--- src/rtl/cpu_mem_pkg.sv ---
// rtl/cpu_mem_pkg.sv - shared address map and status bit layout for cpu_data_mem
//
// Purpose: MMIO base/offsets, STATUS bit indices and the address decode
// helper used by the data-side memory responder.
// Ports: none (package).

package cpu_mem_pkg;

  localparam logic [31:0] MMIO_BASE = 32'h8000_0000;

  localparam logic [7:0] LED_OFS  = 8'h00;
  localparam logic [7:0] CYC_OFS  = 8'h04;
  localparam logic [7:0] TX_OFS   = 8'h08;
  localparam logic [7:0] STAT_OFS = 8'h0C;

  localparam int ST_EMPTY = 0;
  localparam int ST_FULL  = 1;
  localparam int ST_OVF   = 2;

  typedef enum logic [2:0] {
    SEL_RAM,
    SEL_LED,
    SEL_CYC,
    SEL_TX,
    SEL_STAT,
    SEL_NONE
  } sel_e;

  // Bit 31 splits RAM from MMIO; only the low byte selects an MMIO register.
  function automatic sel_e decode(input logic [31:0] addr);
    sel_e sel;
    sel = SEL_NONE;
    if (addr[31] == 1'b0) begin
      sel = SEL_RAM;
    end else begin
      case (addr[7:0])
        LED_OFS:  sel = SEL_LED;
        CYC_OFS:  sel = SEL_CYC;
        TX_OFS:   sel = SEL_TX;
        STAT_OFS: sel = SEL_STAT;
        default:  sel = SEL_NONE;
      endcase
    end
    return sel;
  endfunction

endpackage

--- src/rtl/mem_tx_fifo.sv ---
// rtl/mem_tx_fifo.sv - synchronous transmit FIFO with push/pop and occupancy
//
// Purpose: holds MMIO TX words until the external consumer takes them.
// Ports:
//   i_clk, i_reset    clock, synchronous active-high reset
//   i_push, i_wdata   push strobe and word
//   i_pop             pop request (ignored when empty)
//   o_rdata           registered head word (stale when empty)
//   o_full, o_empty   occupancy flags
//   o_push_ok         push is accepted this cycle
//   o_count           current occupancy

module mem_tx_fifo
  import cpu_mem_pkg::*;
#(
  parameter int DEPTH = 8,
  parameter int W     = 32
) (
  input  logic                     i_clk,
  input  logic                     i_reset,
  input  logic                     i_push,
  input  logic [W-1:0]             i_wdata,
  input  logic                     i_pop,
  output logic [W-1:0]             o_rdata,
  output logic                     o_full,
  output logic                     o_empty,
  output logic                     o_push_ok,
  output logic [$clog2(DEPTH):0]   o_count
);

  localparam int PW = $clog2(DEPTH);
  localparam logic [PW:0] FULL_CNT = (PW+1)'(DEPTH);

  logic [W-1:0]  r_mem [DEPTH];
  logic [PW-1:0] r_rptr;
  logic [PW-1:0] r_wptr;
  logic [PW:0]   r_count;

  logic w_pop;
  logic w_push;

  assign o_empty = (r_count == '0);
  assign o_full  = (r_count == FULL_CNT);
  assign w_pop   = i_pop & ~o_empty;
  // A full FIFO still takes a word when the head leaves in the same cycle.
  assign w_push  = i_push & (~o_full | w_pop);

  assign o_push_ok = w_push;
  assign o_count   = r_count;
  assign o_rdata   = r_mem[r_rptr];

  always_ff @(posedge i_clk) begin
    if (w_push) begin
      r_mem[r_wptr] <= i_wdata;
    end
  end

  // Pointers wrap naturally since DEPTH is a power of two.
  always_ff @(posedge i_clk) begin
    if (i_reset) begin
      r_rptr  <= '0;
      r_wptr  <= '0;
      r_count <= '0;
    end else begin
      if (w_push) begin
        r_wptr <= r_wptr + 1'b1;
      end
      if (w_pop) begin
        r_rptr <= r_rptr + 1'b1;
      end
      case ({w_push, w_pop})
        2'b10:   r_count <= r_count + 1'b1;
        2'b01:   r_count <= r_count - 1'b1;
        default: r_count <= r_count;
      endcase
    end
  end

endmodule

--- src/rtl/cpu_data_mem.sv ---
// rtl/cpu_data_mem.sv - data RAM plus LED/cycle counter/TX FIFO MMIO for the cpu
//
// Purpose: data-side memory responder; combinational loads, stores at the edge.
// Ports:
//   clk, reset          clock, synchronous active-high reset
//   memwrite            store strobe
//   aluout              byte address (bit 31 selects MMIO)
//   writedata           store data
//   readdata            combinational load data
//   led                 LED register
//   tx_data, tx_valid   FIFO head and non-empty flag
//   tx_ready            consumer takes the head on tx_valid & tx_ready

module cpu_data_mem
  import cpu_mem_pkg::*;
#(
  parameter int n          = 32,
  parameter int DMEM_WORDS = 64,
  parameter int FIFO_DEPTH = 8
) (
  input  logic         clk,
  input  logic         reset,
  input  logic         memwrite,
  input  logic [n-1:0] aluout,
  input  logic [n-1:0] writedata,
  output logic [n-1:0] readdata,
  output logic [7:0]   led,
  output logic [n-1:0] tx_data,
  output logic         tx_valid,
  input  logic         tx_ready
);

  localparam int AW = $clog2(DMEM_WORDS);
  localparam int CW = $clog2(FIFO_DEPTH) + 1;

  logic [n-1:0] r_ram [DMEM_WORDS];
  logic [7:0]   r_led;
  logic [n-1:0] r_cycles;
  logic         r_ovf;

  sel_e         w_sel;
  logic [AW-1:0] w_idx;
  logic         w_wr_ram;
  logic         w_wr_led;
  logic         w_wr_cyc;
  logic         w_tx_push;
  logic         w_wr_stat;
  logic         w_tx_pop;
  logic         w_push_ok;
  logic         w_full;
  logic         w_empty;
  logic [CW-1:0] w_count;
  logic         w_unused;

  assign w_sel = decode(aluout);
  // Upper address bits alias onto the RAM; byte offset bits are ignored.
  assign w_idx = aluout[AW+1:2];
  assign w_unused = ^{aluout[30:8], aluout[1:0]};

  assign w_wr_ram  = memwrite & (w_sel == SEL_RAM);
  assign w_wr_led  = memwrite & (w_sel == SEL_LED);
  assign w_wr_cyc  = memwrite & (w_sel == SEL_CYC);
  assign w_tx_push = memwrite & (w_sel == SEL_TX);
  assign w_wr_stat = memwrite & (w_sel == SEL_STAT);

  assign w_tx_pop = tx_valid & tx_ready;
  assign tx_valid = ~w_empty;
  assign led      = r_led;

  mem_tx_fifo #(
    .DEPTH (FIFO_DEPTH),
    .W     (n)
  ) u_tx_fifo (
    .i_clk     (clk),
    .i_reset   (reset),
    .i_push    (w_tx_push),
    .i_wdata   (writedata),
    .i_pop     (w_tx_pop),
    .o_rdata   (tx_data),
    .o_full    (w_full),
    .o_empty   (w_empty),
    .o_push_ok (w_push_ok),
    .o_count   (w_count)
  );

  always_ff @(posedge clk) begin
    if (reset) begin
      for (int i = 0; i < DMEM_WORDS; i++) begin
        r_ram[i] <= '0;
      end
      r_led    <= '0;
      r_cycles <= '0;
      r_ovf    <= 1'b0;
    end else begin
      if (w_wr_ram) begin
        r_ram[w_idx] <= writedata;
      end
      if (w_wr_led) begin
        r_led <= writedata[7:0];
      end
      // Clear wins over the free-running increment.
      r_cycles <= w_wr_cyc ? '0 : r_cycles + 1'b1;
      // A fresh overflow wins over a clear in the same cycle.
      if (w_tx_push & ~w_push_ok) begin
        r_ovf <= 1'b1;
      end else if (w_wr_stat & writedata[ST_OVF]) begin
        r_ovf <= 1'b0;
      end
    end
  end

  always_comb begin
    readdata = '0;
    case (w_sel)
      SEL_RAM:  readdata = r_ram[w_idx];
      SEL_LED:  readdata = {{(n-8){1'b0}}, r_led};
      SEL_CYC:  readdata = r_cycles;
      SEL_TX:   readdata = {{(n-CW){1'b0}}, w_count};
      SEL_STAT: begin
        readdata[ST_EMPTY] = w_empty;
        readdata[ST_FULL]  = w_full;
        readdata[ST_OVF]   = r_ovf;
      end
      default:  readdata = '0;
    endcase
  end

endmodule

--- config.mk ---
export PLATFORM = sky130hd
export DESIGN_NAME = cpu_data_mem
export DESIGN_NICKNAME = d
export VERILOG_FILES = /design/src/rtl/cpu_mem_pkg.sv /design/src/rtl/mem_tx_fifo.sv /design/src/rtl/cpu_data_mem.sv
export SDC_FILE = /design/constraint.sdc
export NUM_CORES = 2
export LEC_CHECK = 0
export BUFFER_PORTS_ARGS = -buffer_cell sky130_fd_sc_hd__buf_2
export CORE_MARGIN = 2
export CORE_UTILIZATION = 63
export DETAILED_ROUTE_END_ITERATION = 12
export GPL_TIMING_DRIVEN = 1
export PLACE_DENSITY = 0.8
export SYNTH_ARGS = -nofsm -noshare
export SYNTH_HDL_FRONTEND = slang
export SYNTH_HIERARCHICAL = 1
export SYNTH_SLANG_ARGS = --single-unit
--- constraint.sdc ---
create_clock -name clk -period 7.65 [get_ports clk]
set_clock_uncertainty 0.2 [all_clocks]
set_input_delay 1.53 -clock clk [delete_from_list [all_inputs] [get_ports clk]]
set_output_delay 1.53 -clock clk [all_outputs]
set_load 0.01 [all_outputs]
# Yosys cells after proc, flatten, opt, wreduce, memory -nomap -nowiden
# Memories as Yosys holds them, arrays and structs flattened. A register that Yosys moved wholly into a read port is not among the register bits.
# Cells that the tools add are included.
totals:
  ram_bits: 2304
  ff_bits: 51
  wordCells: 63
  input_bits: 68
  n_memories: 2
  out_inout_bits: 73
memory_table:
  columns: ["name", "depth", "width", "read_ports", "rd_ports_with_merged_regs", "write_ports", "line", "text"]
  rows:
  - ["r_ram", 64, 32, 1, 0, 64, "cpu_data_mem.sv:36", "logic [n-1:0] r_ram [DMEM_WORDS];"]
  - ["u_tx_fifo.r_mem", 8, 32, 1, 1, 1, "mem_tx_fifo.sv:34", "logic [W-1:0] r_mem [DEPTH];"]
op_classes:
  n_reduce_logical: 7
  eq_ne: 10
  mux: 19
  addsub: 5
  bitwise: 14
ops:
  columns: ["cell", "n"]
  rows:
  - ["29-bit one-hot mux with 4 select lines", 1]
  - ["32-bit by 1-bit adder with 32-bit output, second input constant", 1]
  - ["32-bit 2-to-1 mux", 1]
  - ["32-bit OR reduction", 1]
  - ["8-bit by 4-bit == test with 1-bit output, second input constant", 2]
  - ["3-bit one-hot mux with 5 select lines", 1]
  - ["3-bit one-hot mux with 4 select lines", 1]
  - ["1-bit AND", 10]
  - ["1-bit 2-to-1 mux", 10]
  - ["3-bit 2-to-1 mux", 3]
  - ["8-bit by 3-bit == test with 1-bit output, second input constant", 1]
  - ["8-bit logical NOT", 1]
  - ["4-bit one-hot mux with 2 select lines", 1]
  - ["3-bit by 1-bit adder with 3-bit output, second input constant", 2]
  - ["3-bit by 2-bit == test with 1-bit output, second input constant", 2]
  - ["6-bit 2-to-1 mux", 1]
  - ["4-bit by 1-bit adder with 4-bit output, second input constant", 1]
  - ["4-bit == test, second input constant", 1]
  - ["4-bit logical NOT", 1]
  - ["2-bit nonzero test", 2]
  - ["4-bit by 1-bit subtractor with 4-bit output, second input constant", 1]
  - ["3-bit by 1-bit == test with 1-bit output, second input constant", 1]
  - ["3-bit == test, second input constant", 1]
  - ["3-bit logical NOT", 1]
  - ["other kinds (5)", 7]

# Logic depth before layout (Yosys ltp)
depth:
  ltp_word: 10
  ltp_mapped: 13
  ltp_nobuf: 11

# Cells and area by module
# The synthesis kept the hierarchy.
modules_own_cells:
  columns: ["module", "cells_each", "instances", "area_per_inst_um2"]
  rows:
  - ["cpu_data_mem", 6252, 1, 95095.0]
  - ["mem_tx_fifo", 453, 1, 10520.1]

# Least setup slack after synthesis
# Ideal clock, no wire load.
synth_timing:
  kind: "input to register"
  start: "input port aluout[5]"
  end: "memory u_tx_fifo.r_mem[0][0] (enable)"
  path_stages: 8
  setup_time_ns: 0.461
  arrival_time_ns: 5.363
  setup_slack_ns: 1.626
  cell_sequence: "buf_2 or3_1 nor3_1 and3_1 buf_2 o21a_1 nand2b_1 nor3_1"
synth_via:
  elab_chain_cells: 8
  elab_cells_between_ends: 11
synth_rtl:
  columns: ["element", "line", "text"]
  rows:
  - ["start: declaration", "cpu_data_mem.sv:24", "input logic [n-1:0] aluout,"]
  - ["8-bit by 4-bit == test with 1-bit output (tied with other cells)", "cpu_mem_pkg.sv:36", "case (addr[7:0])"]
  - ["3-bit one-hot mux with 4 select lines *", "cpu_mem_pkg.sv:36", null]
  - ["3-bit 2-to-1 mux *", "cpu_mem_pkg.sv:33", "if (addr[31] == 1'b0) begin"]
  - ["3-bit by 2-bit == test with 1-bit output *", "cpu_data_mem.sv:63", "assign w_tx_push = memwrite & (w_sel == SEL_TX);"]
  - ["1-bit AND *", "cpu_data_mem.sv:63", null]
  - ["via w_tx_push", "cpu_data_mem.sv:46", "logic w_tx_push;"]
  - ["1-bit AND *", "mem_tx_fifo.sv:46", "assign w_push = i_push & (~o_full | w_pop);"]
  - ["via w_push_ok", "cpu_data_mem.sv:49", "logic w_push_ok;"]
  - ["1-bit 2-to-1 mux *", "mem_tx_fifo.sv:53", "if (w_push) begin"]
  - ["1-bit 2-to-1 mux (implied by the code) *", "mem_tx_fifo.sv:54", "r_mem[r_wptr] <= i_wdata;"]
  - ["end: declaration", "mem_tx_fifo.sv:34", null]
# The timed path passes the listed nets; every way through them passes the cells marked *.

# Worst setup path in the final report
layout_timing:
  start: "input port aluout[3]"
  end: "output port readdata[8]"
layout_via:
  elab_chain_cells: 5
  elab_cells_between_ends: 12
layout_rtl:
  columns: ["element", "line", "text"]
  rows:
  - ["8-bit by 4-bit == test with 1-bit output (tied with other cells)", "cpu_mem_pkg.sv:36", null]
  - ["3-bit one-hot mux with 4 select lines", "cpu_mem_pkg.sv:36", null]
  - ["3-bit 2-to-1 mux", "cpu_mem_pkg.sv:33", null]
  - ["3-bit by 2-bit == test with 1-bit output (tied with other cells)", "cpu_data_mem.sv:114", "case (w_sel)"]
  - ["29-bit one-hot mux with 4 select lines *", "cpu_data_mem.sv:114", null]
  - ["end: declaration", "cpu_data_mem.sv:26", "output logic [n-1:0] readdata,"]
# Every way passes the cells marked *; elsewhere a longest branch is shown, timed or not.

==> metrics.sh <==
FAILED_CHECKS='negative setup slack'
MULTI_INPUT_COMB_AREA_MM2=0.0326
YS_DOMINANT_REG_CELL='edfxtp_1'
SYNTH.YOSYS.WARNINGS=6
CTS_MADE_BUFFERS=223
NETS=6735
POST_SYNTH.CELL_AREA_AVG_UM2=15.8
SYNTHARSTFLOPSHARE_PCT=0
POST_CTS_RESIZE_COUNT=0
POWER.DENSITY_CELL_AREA_mW_PER_MM2=241
PATH_MAX_FANOUT=47
SYNTH_AREA_LEADER_CELL='edfxtp_1'
MAXCAPVIOLATIONS=0
ENDPOINT_KIND='primary output'
DIE_AREA_MM2=0.171
POSTPLACECELLAREA_MM2=0.109
STATIC-LEAKAGE-POWER_nW=39.7
SYNTH.LIB_CELLS_USED.DISTINCT=79
ROUTED-VIA-COUNT=62500
GLOBAL_ROUTE.OVERFLOW_TOTAL=0
SYNTH_TOP_AREA_SHARE_PCT=65.5
CTS-ROOT-TO-SINK-BUFFERS=3
SETUP-VIOLATIONS-FINAL=1
CLK_LATENCY_NS=0.90
HOLD_VIOLATIONS=0
DETAIL_ROUTE.WL_PER_CELL_UM=34.5
DESIGN.CORE.AREA_MM2=0.167
MIN_PERIOD_OVER_PERIOD_PCT=102
LARGEST_NET_DEGREE_AT_THE_START_OF_GLOBAL_ROUTING=74
PLACE_HPWL_MM=184
SETUP.WORST_PATH.CLASS='input pin to primary output'
POST_CTS.REPAIR.SETUP_BUFFERS=0
START_UTIL_PCT=63.3
POST-ROUTE-MIN-PERIOD_NS=7.79
PLACE.PORT_BUFFERS=117
RRSETUPSLACK_NS=4.06
SLEW_HEADROOM_PCT=5.05
CLOCK_TREE_ROOT_DRIVER_CELL='clkbuf_16'
CTS.REPORTEDPATHS.CLKPINSLEW_NS=0.06
POST_SYNTH_INST_COUNT=6705
TOTALWIRELENGTH_MM=313
ANTENNA_FOUND_INITIAL=28
NETLIST_TOP_CELLS_AREA='edfxtp_1, and2_1, mux4_2'
SEQ_AREA_MM2=0.0703
YS_TOP_CELLS_BY_COUNT='edfxtp_1, and2_1, mux4_2'
ROUTE.DETAILED.VIAS_PER_INST=6.89
YOSYS_REGISTER_BITS=2358
VIA_COUNT_OF_THE_FIRST_GLOBAL_ROUTING_PASS=59600
NUM_IO_PINS=141
CTS_HOLD_BUF=0
LAYOUT-DRIVE-GT1-SHARE_PCT=21.0
FINAL_ANTENNA_VIOLATING_NET_COUNT=0
SYNTH.MOST_COMMON_CELL='edfxtp_1'
WORST_SLEW_PIN_SLEW_NS=1.41
POST-ROUTE-CELL-AREA_MM2=0.116
DETAIL_ROUTE.ITER0.VIOLATIONS=11700
AREA_GROWTH_SYN_TO_LAYOUT_PCT=9.57
FIRST_PASS_GRT_WIRE_LENGTH_MM=436
CTS_H_TREE_DEPTH=4
TRACK_USAGE_PCT=36.7
NUMBER_OF_FILLER_CELLS_PLACED_IN_THE_LAYOUT=10200
SYNTH_SEQUENTIAL_AREA_RATIO_PCT=66.5
CTS_TREE='done'
CRITPATHARRIVALTIME_NS=6.06
NUMBER_OF_PINS_EXCEEDING_THEIR_MAX_SLEW_LIMIT_IN_THE_FINAL_REPORT=0
SYNTH.CELL_AREA_MM2=0.106
ROUTABILITYCONGESTION=1.05
RUN_STATUS='finished with violations'
MIN_PATH_TYPE='flip-flop to flip-flop'
CHIPHEIGHT_UM=413
FINAL_CRITICAL_PATH_SETUP_SLACK_NS=-0.144
HIGHEST_CLOCK_RATE_GHz=0.128
ROWS=150
NUMCLOCKSINKS=2358
START_KIND='input pin'
SYN-NUM-NETS=6779
DRCVIOLATIONCOUNT=0
POWER.IR.VDD_WORST_V=0.000223
UNREPAIRED_SETUP_ENDPOINTS_AFTER_GLOBAL_ROUTING='no'
SYNTH_EDF_COUNT=2304
DRT-PASS1-ITER-COUNT=8
PRE_CTS_SETUP_SLACK_NS=0.586
DIE-WIDTH_UM=413
WORSTPATHREQUIRED_NS=5.92
path summary, 6_finish.rpt:
| check | start | endpoint | cells past startpoint |
|---|---|---|---|
| worst max-delay path | aluout[3] | readdata[8] | 9 |
| worst min-delay path | led[5]$_SDFFE_PP0P_ | led[5]$_SDFFE_PP0P_ | 2 |
| worst max register to register | u_tx_fifo/o_count[1]$_SDFFE_PP0P_ | u_tx_fifo/r_mem[4][16]$_DFFE_PP_ | 8 |
| worst min register to register | led[5]$_SDFFE_PP0P_ | led[5]$_SDFFE_PP0P_ | 2 |
worst max-delay path: stages:
cell and delay, ns:
buf_8 0.48, buf_12 0.32, buf_4 0.41, mux4_2 0.29, o22ai_1 0.08, o21ai_0 1.09
o2111ai_1 0.69, a21oi_1 0.79, buf_2 0.26
power breakdown:
part	internal [W]	leakage [nW]	switching [W]
clock	0.00597	3.44	0.00491
sequential	0.0147	22.2	0.000165
combinational	0.000663	14.1	0.00144
per-stage QoR:
stage	hold slack, ns	setup TNS [ns]	utilization, %	total power (W)	instances
6_report	0.281	-0.144	69.4	0.0279	9064
5_1_grt	0.312	0	69.3	0.0284	9057
4_1_cts	0.280	0	69.3	0.0278	9056
3_5_place_dp	0.270	0	65.1	0.0172	8640
3_3_place_gp	0.267	0	65.1	0.0171	8640
2_1_floorplan	0.250	0	-	0.0162	6705
final cells by class:
type                    instances  area share (%)
flip-flops and latches       2358            60.7
multi-input cells            3671            28.2
clock buffers                 294            5.08
repair buffers                395            2.55
well taps                    2204            2.38
clock inverters               122            1.05
inverters                      12          0.0411
diodes                          8          0.0173
state kept, by name, summed over array words and instances (netlist names), named ones only:
| name | count |
|---|---|
| u_tx_fifo/r_rptr | 3 |
| led | 8 |
| u_tx_fifo/r_mem | 256 |
| r_cycles | 32 |
| u_tx_fifo/r_wptr | 3 |
| r_ram | 2048 |
| u_tx_fifo/o_count | 4 |
| r_ovf | 1 |
cells by family after synthesis:
family,after synthesis,synth area share [%]
xor+xnor,36,0.299
fa+ha+maj,6,0.0782
compound gates,326,2.11
buf+inv,676,2.84
flops,2358,66.5
simple gates,2605,14.6
mux,698,13.5
cells in the final DEF (no fill, tap or decap), types with 10 or more instances in the layout:
| cell | count |
|---|---|
| edfxtp_1 | 2304 |
| and2_1 | 1996 |
| mux4_2 | 529 |
| buf_4 | 260 |
| clkbuf_16 | 223 |
| nand2_1 | 128 |
| buf_2 | 113 |
| nor2_1 | 106 |
| nor3_1 | 87 |
| mux2i_1 | 78 |
| o22ai_1 | 75 |
| clkbuf_1 | 68 |
| or2_2 | 66 |
| nor2_2 | 65 |
| o21ai_0 | 55 |
| nand3_1 | 53 |
| dfxtp_1 | 51 |
| clkinv_1 | 49 |
| mux2_2 | 41 |
| a22oi_1 | 37 |
| clkinv_2 | 36 |
| a21oi_1 | 35 |
| mux4_1 | 34 |
| xor2_1 | 26 |
| buf_12 | 20 |
| a211oi_1 | 17 |
| a31oi_1 | 16 |
| nand2b_1 | 16 |
| a221oi_1 | 16 |
| bufinv_16 | 16 |
| mux2_4 | 16 |
| nand4_1 | 15 |
| and3_1 | 11 |
| xnor2_1 | 10 |
routing by layer:
layer / track usage (%) / vias up / share of wire [%]
li1: - / 24800 / -
met1: 49.7 / 31600 / 34
met2: 51.9 / 5171 / 43
met3: 14.8 / 900 / 17
met5: 0 / - / 0.044
met4: 18.0 / 18 / 6.0
Power figures use the tool's default switching activity.
